<file path="src/rtl/sha256_pkg.sv">
// Shared SHA-256 message-schedule types, FSM states and the small sigma
// functions used by the schedule expansion.
package sha256_pkg;

  typedef logic [31:0] word_t;

  typedef enum logic {
    ST_IDLE = 1'b0,
    ST_RUN  = 1'b1
  } sched_state_e;

  localparam int SHA256_WORDS_PER_BLOCK = 16;

  // sigma0(x) = ROTR7 ^ ROTR18 ^ SHR3
  function automatic word_t sigma0(input word_t x);
    return {x[6:0], x[31:7]} ^ {x[17:0], x[31:18]} ^ (x >> 3);
  endfunction

  // sigma1(x) = ROTR17 ^ ROTR19 ^ SHR10
  function automatic word_t sigma1(input word_t x);
    return {x[16:0], x[31:17]} ^ {x[18:0], x[31:19]} ^ (x >> 10);
  endfunction

endpackage

</file>
<file path="src/rtl/sha256_sched_word.sv">
// Combinational generator for the next schedule word:
//   new = sigma1(win[14]) + win[9] + sigma0(win[1]) + win[0]  (mod 2^32)
module sha256_sched_word
  import sha256_pkg::*;
(
  input  logic [31:0] i_w14,
  input  logic [31:0] i_w9,
  input  logic [31:0] i_w1,
  input  logic [31:0] i_w0,
  output logic [31:0] o_new
);

  // Four-operand modular add; carries out of bit 31 are dropped by width.
  always_comb begin
    o_new = sigma1(i_w14) + i_w9 + sigma0(i_w1) + i_w0;
  end

endmodule

</file>
<file path="src/rtl/sha256_msg_sched.sv">
// SHA-256 message schedule: accepts a 512-bit block and streams W[0..ROUNDS-1]
// over a valid/ready handshake. A 16-word sliding window holds W[t..t+15];
// win[0] is the word on w_out and each transfer shifts in the next word.
// Optional: define SHA256_SCHED_IDX_EN to add the w_idx round-index port.
module sha256_msg_sched
  import sha256_pkg::*;
#(
  parameter int ROUNDS = 64
) (
  input  logic         clk,
  input  logic         reset,
  input  logic         block_valid,
  input  logic [511:0] block,
  output logic         block_ready,
  output logic         w_valid,
  input  logic         w_ready,
  output logic [31:0]  w_out,
  output logic         w_last
`ifdef SHA256_SCHED_IDX_EN
 ,output logic [5:0]   w_idx
`endif
);

  localparam logic [5:0] T_LAST = 6'(ROUNDS - 1);

  sched_state_e r_state;
  logic [5:0]   r_t;
  logic [SHA256_WORDS_PER_BLOCK-1:0][31:0] r_win;

  logic [SHA256_WORDS_PER_BLOCK-1:0][31:0] w_ld;
  logic [31:0]  w_new;
  logic         w_xfer;
  logic         w_is_last;

  // Block word M0 sits in the top 32 bits; unpack so that w_ld[0] = M0.
  for (genvar g = 0; g < SHA256_WORDS_PER_BLOCK; g++) begin : g_ld
    assign w_ld[g] = block[511-32*g -: 32];
  end

  sha256_sched_word u_word (
    .i_w14 (r_win[14]),
    .i_w9  (r_win[9]),
    .i_w1  (r_win[1]),
    .i_w0  (r_win[0]),
    .o_new (w_new)
  );

  assign w_valid     = (r_state == ST_RUN);
  assign block_ready = (r_state == ST_IDLE);
  assign w_is_last   = (r_t == T_LAST);
  assign w_last      = w_valid && w_is_last;
  assign w_out       = r_win[0];
  assign w_xfer      = w_valid && w_ready;

`ifdef SHA256_SCHED_IDX_EN
  assign w_idx = r_t;
`endif

  // Load on acceptance, slide the window on each transfer, leave RUN after
  // the last word so a new block can only be taken on the following edge.
  always_ff @(posedge clk or negedge reset) begin
    if (!reset) begin
      r_state <= ST_IDLE;
      r_t     <= '0;
      r_win   <= '0;
    end else begin
      case (r_state)
        ST_IDLE: begin
          if (block_valid) begin
            r_win   <= w_ld;
            r_t     <= '0;
            r_state <= ST_RUN;
          end
        end
        ST_RUN: begin
          if (w_xfer) begin
            r_win <= {w_new, r_win[SHA256_WORDS_PER_BLOCK-1:1]};
            if (w_is_last) begin
              r_t     <= '0;
              r_state <= ST_IDLE;
            end else begin
              r_t <= r_t + 6'd1;
            end
          end
        end
        default: r_state <= ST_IDLE;
      endcase
    end
  end

endmodule

</file>
<file path="config.mk">
export PLATFORM = sky130hd
export DESIGN_NAME = sha256_msg_sched
export DESIGN_NICKNAME = d
export VERILOG_FILES = /design/src/rtl/sha256_pkg.sv /design/src/rtl/sha256_sched_word.sv /design/src/rtl/sha256_msg_sched.sv
export SDC_FILE = /design/constraint.sdc
export NUM_CORES = 1
export LEC_CHECK = 0
export CAP_MARGIN = 15
export CORE_AREA = 2 2 217 219
export CTS_CLUSTER_DIAMETER = 80
export CTS_CLUSTER_SIZE = 24
export DETAILED_ROUTE_END_ITERATION = 12
export DIE_AREA = 0 0 219 221
export DONT_BUFFER_PORTS = 1
export PLACE_DENSITY = 0.83
export SYNTH_ARGS = -nofsm -noshare
export SYNTH_HDL_FRONTEND = slang
export SYNTH_SLANG_ARGS = --single-unit
export TNS_END_PERCENT = 5
</file>
<file path="constraint.sdc">
create_clock -name clk -period 8.16 [get_ports clk]
set_input_delay 2.04 -clock clk [delete_from_list [all_inputs] [get_ports clk]]
set_output_delay 2.04 -clock clk [all_outputs]
set_load 0.01 [all_outputs]
</file>
==> flow_summary.json <==
{
  "area_growth_pct": 2.44,
  "core-area_um2": 46100,
  "yosysMostFrequentCell": "nand2_1",
  "numCtsBuffers": 28,
  "critPathCaptureType": "flip-flop",
  "slew_headroom": -0.406,
  "synthTopCellsByArea": "dfrtp_1, mux2i_1, o21ai_1",
  "drt_iter0_markers": 2229,
  "ys_seq_elements": 519,
  "syn_area_um2": 28300,
  "fin_crit_sh": 0.588,
  "seq_area_frac_synth": 0.460,
  "post_cts_resized": 0,
  "gr-total-overflow": 0,
  "hpwl_mm": 71.6,
  "ys_types": 48,
  "antenna_found_initial": 12,
  "postSynthAreaPerCell_um2": 9.79,
  "worst_pin_slew_ps": 2110,
  "crit_type": "reg -> reg",
  "cap_viol_max_count": 0,
  "num_rows": 79,
  "path_clk_slew_ps": 110,
  "netlist.top_cell.by_area": "dfrtp_1",
  "nFillCells": 3806,
  "drc": 0,
  "crit_path_start_kind": "flip-flop",
  "seqCellArea_um2": 13000,
  "final_nets": 3280,
  "combPwrFrac": 0.617,
  "fp.dieW_um": 219,
  "cts.path.max_buffers": 3,
  "drive_gt1_frac": 0.0224,
  "tns_ps": 0,
  "dieArea_um2": 48400,
  "synth_edf_count": 0,
  "ys_dominant_reg_cell": "dfrtp_1",
  "ios": 551,
  "cts_root_buf": "clkbuf_16",
  "setup_violations": 0,
  "grt_pass1_wl_mm": 132,
  "violations": "slew limit",
  "routabilityCongestion": 1.07,
  "holdWs_ps": 489,
  "min_path_type": "reg -> reg",
  "p_int_mw": 7.21,
  "synth_common_cells": "nand2_1, dfrtp_1, o21ai_1",
  "skew_ps": 20.5,
  "routedWlPerCell_um": 27.8,
  "cts.sinks": 519,
  "cp_max_fo": 5,
  "synth_warnings": 0,
  "cp.required_ps": 8660,
  "start_util": 0.613,
  "cts_setup_buffers": 0,
  "antenna_left": 0,
  "vias": 20226,
  "hold_violations": 0,
  "slew_viol_final": 204,
  "routed_wl_mm": 91.6,
  "holdBufCountCts": 0,
  "outcome": "finished, violations left",
  "fmax_mhz": 209,
  "vdd_drop_max_mv": 0.487,
  "syn_nets": 3497,
  "seq_power_share": 0.276,
  "grt_max_degree": 520,
  "grt_usage": 0.373,
  "synth_cells": 2887,
  "insertion_delay_ps": 630,
  "min_period_ps": 4790,
  "h-tree-depth": 1,
  "leakagePower_nw": 15.6,
  "switching_power_mw": 7.33,
  "cts_tree": "built",
  "die_h_um": 221,
  "synth.top_cell.area_share": 0.460,
  "io_buffers": 0,
  "vias_per_cell": 6.13,
  "critical_path_arrival_ps": 5300,
  "power_density_nw_per_um2": 502,
  "first_pass_iters": 7,
  "switching_share": 0.504,
  "rsz0062_at_grt": "no",
  "multi_input_area_um2": 13600,
  "power.share.clock": 0.107,
  "synthArstFlopShare": 1.00,
  "grt_pass1_vias": 20352
}
-- registers in the layout, indices dropped and copies added, names as in the netlist --
name / cells
r_t: 6
w_out: 32
w_valid: 1
r_win: 480
-- layer usage --
metal  vias up  wire length (um)  GRT usage
met4         4              5020      0.176
met5         -                16          0
met3       206             10200      0.124
met2       954             42300      0.590
li1       9210                 -          -
met1      9852             34000      0.462
-- metrics by stage --
step / cells / setup slack (ps) / power (mW) / cell area, um^2 / utilization
3_3_place_gp: 3247 / 3560 / 12.8 / 28100 / 0.610
5_1_grt: 3296 / 3150 / 15.4 / 28900 / 0.628
4_1_cts: 3288 / 3480 / 14.4 / 28900 / 0.628
3_5_place_dp: 3247 / 3520 / 12.8 / 28100 / 0.610
6_report: 3299 / 3370 / 14.5 / 28900 / 0.628
2_1_floorplan: 2887 / 4010 / 9.81 / 28300 / -
-- power by group through the flow --
stage,Clock (mW),Combinational (mW),Sequential [mW]
after floorplan,0,6.23,3.58
after global placement,0,8.78,3.98
after detailed placement,0,8.81,4.02
after CTS,1.57,8.87,3.97
after global routing,1.66,9.71,4.06
final,1.56,8.97,4.01
-- cell usage in the layout (no fill, tap or decap), drive strengths merged, types with 4 or more instances in the layout --
cell type  synthesis  layout
and3               6       6
a211oi             6       6
o22ai              4       4
buf               71      14
o21a               5       5
xor2              26      26
mux2i            496     496
a21oi             37      37
o21ai            529     529
clkinv             0       4
a21o              11      11
clkbuf           190      30
nand2            524     524
xnor2            121     121
nor3               7       7
dfrtp            519     519
a31oi              5       5
nor2b             10      10
nand3              8       8
ha                32      32
o21bai             5       5
o31ai              5       5
o211ai             7       7
fa                62      62
nor2              18      18
a22oi             10      10
inv              147     153
diode              0      11
nand4              5       5
-- path summary, 6_finish.rpt --
check                           startpoint          to  slack [ps]  cells past startpoint
worst max-delay path             r_win[40]  r_win[511]        3370                     17
worst max register to register   r_win[40]  r_win[511]        3370                     17
min in group asynchronous            reset  r_win[162]        1120                      0
worst min-delay path            r_win[413]  r_win[413]         490                      2
max in group asynchronous            reset     w_valid        5140                      0
worst min register to register  r_win[413]  r_win[413]         490                      2
-- cells by family after synthesis --
| logic type | Yosys count | share of synthesized area |
|---|---|---|
| AO/OA/AOI/OAI | 637 | 0.120 |
| XOR/XNOR | 147 | 0.0456 |
| adder cells (fa/ha/maj) | 94 | 0.0581 |
| buffers and inverters | 408 | 0.0595 |
| flip-flops | 519 | 0.460 |
| multiplexers | 497 | 0.176 |
| AND/OR/NAND/NOR | 585 | 0.0810 |
-- critical path, cell delays in order (launching register included) --
cell and delay (ps):
dfrtp_1 480, xnor2_1 170, xnor2_1 340, fa_1 480
inv_1 70, fa_1 400, inv_1 80, ha_1 160
inv_1 70, fa_1 450, nor2b_1 230, o2111ai_1 210
nand3_1 140, a221o_1 230, a41o_1 300, a311oi_2 180
or4_1 520, and3_1 160
-- final cells by class --
class                           count  share of cell area
Multi-Input combinational cell   1960               0.470
Sequential cell                   519               0.449
Tap cell                          607              0.0262
Clock buffer                       30              0.0245
Inverter                          147              0.0191
Timing Repair Buffer               14             0.00622
Clock inverter                     11             0.00449
Antenna cell                       11            0.000951
No activity file was read; power rests on OpenSTA's default activity.
